$ cat src/rtl/alu_pkg.sv
// Shared definitions for the ALU result buffer: opcodes, the per-entry
// layout and the divide-by-zero signature of the upstream 4-bit ALU.
package alu_pkg;

  localparam logic [1:0] OP_ADD = 2'b00;
  localparam logic [1:0] OP_SUB = 2'b01;
  localparam logic [1:0] OP_MUL = 2'b10;
  localparam logic [1:0] OP_DIV = 2'b11;

  // Result value the ALU emits for a division by zero.
  localparam logic [7:0] DZ_RESULT = 8'hFF;

  // Entry layout at the default widths, most significant field first.
  typedef struct packed {
    logic [7:0] result;
    logic [3:0] remainder;
    logic       carry;
    logic       overflow;
    logic [1:0] opcode;
    logic       dz;
  } alu_res_t;

  // The ALU flags a division by zero by raising carry and overflow together
  // on a divide.
  function automatic logic is_dz(input logic [1:0] opcode, input logic carry,
                                 input logic overflow);
    return (opcode == OP_DIV) & carry & overflow;
  endfunction

endpackage

$ cat src/rtl/alu_result_buffer_if.sv
// Bus bundle between the ALU side, the buffer and the consumer.
// master = environment (ALU producer + consumer), slave = the buffer.
// op_count exists only when ALU_RES_STATS_EN is defined.
interface alu_result_buffer_if #(
  parameter int DEPTH = 4,
  parameter int RES_W = 8,
  parameter int REM_W = 4
) ();
  localparam int LVL_W = $clog2(DEPTH) + 1;

  logic             in_valid;
  logic             in_ready;
  logic [RES_W-1:0] in_result;
  logic [REM_W-1:0] in_remainder;
  logic             in_carry;
  logic             in_overflow;
  logic [1:0]       in_opcode;
  logic             out_valid;
  logic             out_ready;
  logic [RES_W-1:0] out_result;
  logic [REM_W-1:0] out_remainder;
  logic             out_carry;
  logic             out_overflow;
  logic [1:0]       out_opcode;
  logic             out_dz;
  logic [LVL_W-1:0] level;
  logic             sticky_carry;
  logic             sticky_ovf;
  logic             sticky_dz;
  logic             clr_sticky;
`ifdef ALU_RES_STATS_EN
  logic [31:0]      op_count;

  modport master (
    output in_valid, in_result, in_remainder, in_carry, in_overflow, in_opcode,
           out_ready, clr_sticky,
    input  in_ready, out_valid, out_result, out_remainder, out_carry,
           out_overflow, out_opcode, out_dz, level, sticky_carry, sticky_ovf,
           sticky_dz, op_count
  );
  modport slave (
    input  in_valid, in_result, in_remainder, in_carry, in_overflow, in_opcode,
           out_ready, clr_sticky,
    output in_ready, out_valid, out_result, out_remainder, out_carry,
           out_overflow, out_opcode, out_dz, level, sticky_carry, sticky_ovf,
           sticky_dz, op_count
  );
`else
  modport master (
    output in_valid, in_result, in_remainder, in_carry, in_overflow, in_opcode,
           out_ready, clr_sticky,
    input  in_ready, out_valid, out_result, out_remainder, out_carry,
           out_overflow, out_opcode, out_dz, level, sticky_carry, sticky_ovf,
           sticky_dz
  );
  modport slave (
    input  in_valid, in_result, in_remainder, in_carry, in_overflow, in_opcode,
           out_ready, clr_sticky,
    output in_ready, out_valid, out_result, out_remainder, out_carry,
           out_overflow, out_opcode, out_dz, level, sticky_carry, sticky_ovf,
           sticky_dz
  );
`endif
endinterface

$ cat src/rtl/sync_fifo.sv
// Generic DEPTH x WIDTH FIFO with occupancy output. Head data is read
// combinationally from the storage array, so a pushed entry shows up one
// cycle later (no fall-through). Ready/valid derive only from the count.
module sync_fifo #(
  parameter int DEPTH = 4,
  parameter int WIDTH = 8
) (
  input  logic                     clk,
  input  logic                     rst_n,
  input  logic                     wr_valid,
  output logic                     wr_ready,
  input  logic [WIDTH-1:0]         wr_data,
  output logic                     rd_valid,
  input  logic                     rd_ready,
  output logic [WIDTH-1:0]         rd_data,
  output logic [$clog2(DEPTH):0]   level
);
  localparam int PTR_W = $clog2(DEPTH);
  localparam int LVL_W = PTR_W + 1;
  localparam logic [LVL_W-1:0] FULL_LVL = LVL_W'(DEPTH);

  logic [WIDTH-1:0] mem [DEPTH];
  logic [PTR_W-1:0] rd_ptr;
  logic [PTR_W-1:0] wr_ptr;
  logic [LVL_W-1:0] count;
  logic             push;
  logic             pop;

  assign wr_ready = (count != FULL_LVL);
  assign rd_valid = (count != '0);
  assign push     = wr_valid & wr_ready;
  assign pop      = rd_valid & rd_ready;
  assign rd_data  = mem[rd_ptr];
  assign level    = count;

  // Storage write; contents need no reset since count gates visibility.
  always_ff @(posedge clk) begin
    if (push) mem[wr_ptr] <= wr_data;
  end

  // Pointer and occupancy tracking; pointers wrap naturally at DEPTH.
  always_ff @(posedge clk or negedge rst_n) begin
    if (!rst_n) begin
      rd_ptr <= '0;
      wr_ptr <= '0;
      count  <= '0;
    end else begin
      if (push) wr_ptr <= wr_ptr + PTR_W'(1);
      if (pop)  rd_ptr <= rd_ptr + PTR_W'(1);
      case ({push, pop})
        2'b10:   count <= count + LVL_W'(1);
        2'b01:   count <= count - LVL_W'(1);
        default: count <= count;
      endcase
    end
  end

endmodule

$ cat src/rtl/alu_result_buffer.sv
// ALU result buffer: queues ALU results with their flags, tags
// divide-by-zero per entry, and keeps sticky carry/overflow/dz status.
// Optional per-opcode push counters are built when ALU_RES_STATS_EN is
// defined.
module alu_result_buffer
  import alu_pkg::*;
#(
  parameter int DEPTH = 4,
  parameter int RES_W = 8,
  parameter int REM_W = 4
) (
  input  logic             clk,
  input  logic             rst_n,
  alu_result_buffer_if.slave bus
);
  localparam int ENTRY_W = RES_W + REM_W + 5;

  logic               in_dz;
  logic               push;
  logic [ENTRY_W-1:0] wr_entry;
  logic [ENTRY_W-1:0] rd_entry;

  assign in_dz    = is_dz(bus.in_opcode, bus.in_carry, bus.in_overflow);
  assign push     = bus.in_valid & bus.in_ready;
  assign wr_entry = {bus.in_result, bus.in_remainder, bus.in_carry,
                     bus.in_overflow, bus.in_opcode, in_dz};

  sync_fifo #(
    .DEPTH (DEPTH),
    .WIDTH (ENTRY_W)
  ) u_fifo (
    .clk      (clk),
    .rst_n    (rst_n),
    .wr_valid (bus.in_valid),
    .wr_ready (bus.in_ready),
    .wr_data  (wr_entry),
    .rd_valid (bus.out_valid),
    .rd_ready (bus.out_ready),
    .rd_data  (rd_entry),
    .level    (bus.level)
  );

  assign {bus.out_result, bus.out_remainder, bus.out_carry,
          bus.out_overflow, bus.out_opcode, bus.out_dz} = rd_entry;

  // Sticky status: a clear drops old history, but a flag pushed in the same
  // cycle still sets it.
  always_ff @(posedge clk or negedge rst_n) begin
    if (!rst_n) begin
      bus.sticky_carry <= 1'b0;
      bus.sticky_ovf   <= 1'b0;
      bus.sticky_dz    <= 1'b0;
    end else begin
      bus.sticky_carry <= (bus.sticky_carry & ~bus.clr_sticky) | (push & bus.in_carry);
      bus.sticky_ovf   <= (bus.sticky_ovf & ~bus.clr_sticky) | (push & bus.in_overflow);
      bus.sticky_dz    <= (bus.sticky_dz & ~bus.clr_sticky) | (push & in_dz);
    end
  end

`ifdef ALU_RES_STATS_EN
  // One saturating 8-bit counter per opcode, packed add/sub/mul/div from LSB.
  for (genvar gi = 0; gi < 4; gi++) begin : g_stat
    logic [7:0] cnt;
    logic       inc;

    assign inc = push & (bus.in_opcode == 2'(gi));
    assign bus.op_count[gi*8 +: 8] = cnt;

    // Clear restarts the count; a coinciding push counts as the first.
    always_ff @(posedge clk or negedge rst_n) begin
      if (!rst_n)               cnt <= 8'h00;
      else if (bus.clr_sticky)  cnt <= {7'b0, inc};
      else if (inc && cnt != 8'hFF) cnt <= cnt + 8'h01;
    end
  end
`endif

endmodule

$ cat src/flat_wrapper.sv
// flat-port wrapper written by rule: the top's interface ports become plain ports
module alu_result_buffer_flat import alu_pkg::*;
#(
  parameter int DEPTH = 4,
  parameter int RES_W = 8,
  parameter int REM_W = 4
)
  (clk, rst_n, bus_in_valid, bus_in_result, bus_in_remainder, bus_in_carry, bus_in_overflow, bus_in_opcode, bus_out_ready, bus_clr_sticky, bus_in_ready, bus_out_valid, bus_out_result, bus_out_remainder, bus_out_carry, bus_out_overflow, bus_out_opcode, bus_out_dz, bus_level, bus_sticky_carry, bus_sticky_ovf, bus_sticky_dz);
  alu_result_buffer_if #(.DEPTH(DEPTH), .RES_W(RES_W), .REM_W(REM_W)) bus_i ();
  input  logic clk;
  input  logic rst_n;
  input wire logic [$bits(bus_i.in_valid)-1:0] bus_in_valid;
  input wire logic [$bits(bus_i.in_result)-1:0] bus_in_result;
  input wire logic [$bits(bus_i.in_remainder)-1:0] bus_in_remainder;
  input wire logic [$bits(bus_i.in_carry)-1:0] bus_in_carry;
  input wire logic [$bits(bus_i.in_overflow)-1:0] bus_in_overflow;
  input wire logic [$bits(bus_i.in_opcode)-1:0] bus_in_opcode;
  input wire logic [$bits(bus_i.out_ready)-1:0] bus_out_ready;
  input wire logic [$bits(bus_i.clr_sticky)-1:0] bus_clr_sticky;
  output wire logic [$bits(bus_i.in_ready)-1:0] bus_in_ready;
  output wire logic [$bits(bus_i.out_valid)-1:0] bus_out_valid;
  output wire logic [$bits(bus_i.out_result)-1:0] bus_out_result;
  output wire logic [$bits(bus_i.out_remainder)-1:0] bus_out_remainder;
  output wire logic [$bits(bus_i.out_carry)-1:0] bus_out_carry;
  output wire logic [$bits(bus_i.out_overflow)-1:0] bus_out_overflow;
  output wire logic [$bits(bus_i.out_opcode)-1:0] bus_out_opcode;
  output wire logic [$bits(bus_i.out_dz)-1:0] bus_out_dz;
  output wire logic [$bits(bus_i.level)-1:0] bus_level;
  output wire logic [$bits(bus_i.sticky_carry)-1:0] bus_sticky_carry;
  output wire logic [$bits(bus_i.sticky_ovf)-1:0] bus_sticky_ovf;
  output wire logic [$bits(bus_i.sticky_dz)-1:0] bus_sticky_dz;
  assign bus_i.in_valid = bus_in_valid;
  assign bus_i.in_result = bus_in_result;
  assign bus_i.in_remainder = bus_in_remainder;
  assign bus_i.in_carry = bus_in_carry;
  assign bus_i.in_overflow = bus_in_overflow;
  assign bus_i.in_opcode = bus_in_opcode;
  assign bus_i.out_ready = bus_out_ready;
  assign bus_i.clr_sticky = bus_clr_sticky;
  assign bus_in_ready = bus_i.in_ready;
  assign bus_out_valid = bus_i.out_valid;
  assign bus_out_result = bus_i.out_result;
  assign bus_out_remainder = bus_i.out_remainder;
  assign bus_out_carry = bus_i.out_carry;
  assign bus_out_overflow = bus_i.out_overflow;
  assign bus_out_opcode = bus_i.out_opcode;
  assign bus_out_dz = bus_i.out_dz;
  assign bus_level = bus_i.level;
  assign bus_sticky_carry = bus_i.sticky_carry;
  assign bus_sticky_ovf = bus_i.sticky_ovf;
  assign bus_sticky_dz = bus_i.sticky_dz;
  alu_result_buffer #(.DEPTH(DEPTH), .RES_W(RES_W), .REM_W(REM_W)) u_core (.clk(clk), .rst_n(rst_n), .bus(bus_i));
endmodule
$ cat config.mk
export PLATFORM = sky130hd
export DESIGN_NAME = alu_result_buffer_flat
export DESIGN_NICKNAME = d
export VERILOG_FILES = /design/src/rtl/alu_pkg.sv /design/src/rtl/alu_result_buffer_if.sv /design/src/rtl/sync_fifo.sv /design/src/rtl/alu_result_buffer.sv /design/src/flat_wrapper.sv
export SDC_FILE = /design/constraint.sdc
export NUM_CORES = 1
export LEC_CHECK = 0
export BUFFER_PORTS_ARGS = -buffer_cell sky130_fd_sc_hd__buf_4
export CORE_MARGIN = 2
export CORE_UTILIZATION = 55
export DETAILED_ROUTE_END_ITERATION = 16
export PLACE_DENSITY = 0.86
export SLEW_MARGIN = 20
export SYNTH_ARGS = -nofsm -noshare
export SYNTH_HDL_FRONTEND = slang
export SYNTH_SLANG_ARGS = --single-unit
$ cat constraint.sdc
create_clock -name clk -period 2.79 [get_ports clk]
set_input_delay 0.1395 -clock clk [delete_from_list [all_inputs] [get_ports clk]]
set_output_delay 0.1395 -clock clk [all_outputs]
set_load 0.02 [all_outputs]
==> flow_metrics.tcl <==
set metrics [dict create \
    rr_endpoint "u_core.u_fifo.level[2]" \
    die_h_um 77.9 \
    portBuffers 45 \
    synthCells 136 \
    synth.area.top_cells "edfxtp_1 68%, mux4_2 13%, dfrtp_1 8.3%" \
    drt-initial-drc-count 74 \
    arrival_ns 2.52 \
    routed_via_density 5.50 \
    cp_max_fo 6 \
    synth-seq-area-share_pct 76.3 \
    synth_fp_nets 163 \
    antenna_found_initial 0 \
    worstSetupStartpointType "register" \
    rsz0062_at_grt "no" \
    num_vias 1529 \
    cts_root_buffer "clkbuf_8" \
    postCtsSetupBuffers 0 \
    top_level_ports 46 \
    cts_tree "built" \
    synth_cell_types 23 \
    period_share_pct 80.9 \
    ant_nets 0 \
    clk_pin_slew_ns 0.08 \
    synth_top_area_share_pct 68.0 \
    dpl_cell_area_um2 3420 \
    setup_violations 0 \
    fin_util_pct 72.8 \
    worstSetupEndpoint "u_core.u_fifo.level[2]" \
    power_density_nw_per_um2 1060 \
    cts_buffers 9 \
    cts_buffer_depth 2 \
    slew_headroom_pct 45.8 \
    required_ns 3.06 \
    dpl.cell_count 247 \
    regToRegStartpoint "u_core.u_fifo.level[1]" \
    fmax_ghz 0.443 \
    reg2reg_depth 9 \
    worstSetupPathType "reg2reg" \
    wirelength_um 5280 \
    synth-edff-count 68 \
    startpoint "u_core.u_fifo.level[1]" \
    synth_top_flop_cell "edfxtp_1" \
    fin_crit_ns 2.26 \
    fp.coreArea_um2 5170 \
    nFillCells 314 \
    grt_start_max_net_pins 19 \
    slew_viol_final 0 \
    setup_tns_ns 0 \
    nNetsFinal 230 \
    cts_max_level 3 \
    drv_cap 0 \
    syn_area_um2 3000 \
    hold_violations 0 \
    grt_overflow 0 \
    cts_sinks 78 \
    fin_area_um2 3770 \
    fin_skew_ns 0.00996 \
    place_congestion 0.772 \
    finalPower_mw 3.98 \
    endpoint_kind "register" \
    die_area_um2 6070 \
    hp-class "in2reg" \
    wire_per_inst_um 19.0 \
    avgSynthCellArea_um2 22.1 \
    start_util_pct 58.1 \
    dpl.hpwl_um 3320 \
    yosys_warnings 0 \
    drive_gt1_share_pct 41.8 \
    fin_cells 278 \
    status "complete, no violations" \
    num_rows 26 \
    synth.largest_area_cell "edfxtp_1" \
    worstSkewPairLatency_ns 0.34 \
    synthArstFlopShare_pct 12.8 \
    area_growth_pct 25.4 \
    dieWidth_um 77.9 \
    reg2reg_slack_ns 0.53 \
    worst_slew_pin_slew_ns 0.814 \
    grt_pass1_vias 1641 \
    dr.pass1.iters 4 \
    synth.ff_latch_count 78 \
    p_leak_nw 1.40 \
    num_antenna_cells 0 \
    irDropWorstVdd_mv 0.762 \
    track_usage_pct 19.2 \
    grt_pass1_wl_um 8340 \
    cts_resized 0 \
    holdBufCountCts 15 \
    drc 0 \
]
## cell usage after synthesis (2+ instances only)
master	number
and3_2	4
inv_1	7
edfxtp_1	68
ha_1	5
xor2_1	3
a22o_1	3
mux4_2	17
nand2_1	2
dfrtp_1	10
xnor2_1	3
buf_2	2
## logic make-up after synthesis
logic type / synth area share, %
AOI/OAI and AO/OA: 1.38
and+or+nand+nor: 2.58
buffers and inverters: 1.96
adders and majority gates: 2.75
muxes: 13.2
xor gates and xnor gates: 1.75
DFF: 76.3
## cell type report
cell class                      count  area, um2  share of cell area (%)
Inverter                            7       26.3                   0.698
Multi-Input combinational cell     46        652                    17.3
Clock inverter                      5       58.8                    1.56
Tap cell                           70       87.6                    2.33
Sequential cell                    78       2290                    60.9
Timing Repair Buffer               61        508                    13.5
Clock buffer                       11        141                    3.75
## layout by cell type, fill, tap and decap left out, types with 2 or more instances in the layout
cell type       n
buf_4          45
xor2_1          3
clkbuf_8       10
xnor2_1         3
ha_1            5
mux4_2         17
clkinvlp_4      2
a22o_1          3
nand2_1         2
dlygate4sd3_1  15
inv_1           7
dfrtp_1        10
edfxtp_1       68
and3_2          4
## registers in the layout, indices dropped and copies added (netlist names)
name	count
u_core.bus.sticky_carry	1
u_core.bus.sticky_dz	1
u_core.bus.sticky_ovf	1
u_core.u_fifo.level	3
u_core.u_fifo.mem	68
u_core.u_fifo.rd_ptr	2
u_core.u_fifo.wr_ptr	2
## critical path, stage by stage, from the launching register on
cell     delay (ns)
dfrtp_1        0.44
or3b_4         0.45
and2_4         0.20
inv_1          0.05
ha_1           0.18
inv_1          0.06
fa_1           0.37
xor2_1         0.15
nor2_1         0.11
xor2_1         0.17
## through the flow
step	worst slack, ns	hold slack, ns
after floorplan	0.468	-0.156
after global placement	0.651	-0.0300
after detailed placement	0.552	-0.0248
after CTS	0.528	0.00939
after global routing	0.374	0.00383
final	0.532	0.0255
## layer usage
metal  global-route usage (%)  vias to the layer above  part of all wire, %
met4                     7.37                        0                  1.4
li1                         -                      677                    -
met3                     5.35                        8                  4.6
met2                     34.1                       46                   55
met5                        0                        -                    0
met1                     22.3                      798                   39
## how the worst min path moves through the flow
stage,from,to,slack [ns],cells past startpoint
global placement,rst_n,u_core.bus.sticky_ovf,-0.03,1
global route,bus_in_carry,u_core.u_fifo.mem[3][4],0.004,1
detailed placement,rst_n,u_core.u_fifo.level[0],-0.02,1
CTS,bus_in_carry,u_core.u_fifo.mem[0][4],0.009,1
finish,bus_in_carry,u_core.u_fifo.mem[0][4],0.03,1
floorplan,rst_n,u_core.bus.sticky_carry,-0.16,0
## where the power goes
group | total [mW] | switching (mW) | leakage [nW] | internal, mW
registers | 1.75 | 0.199 | 0.744 | 1.55
logic | 1.40 | 0.694 | 0.558 | 0.704
clock network | 0.835 | 0.397 | 0.0955 | 0.438
total | 3.98 | 1.29 | 1.40 | 2.69
Power figures use the tool's default switching activity.
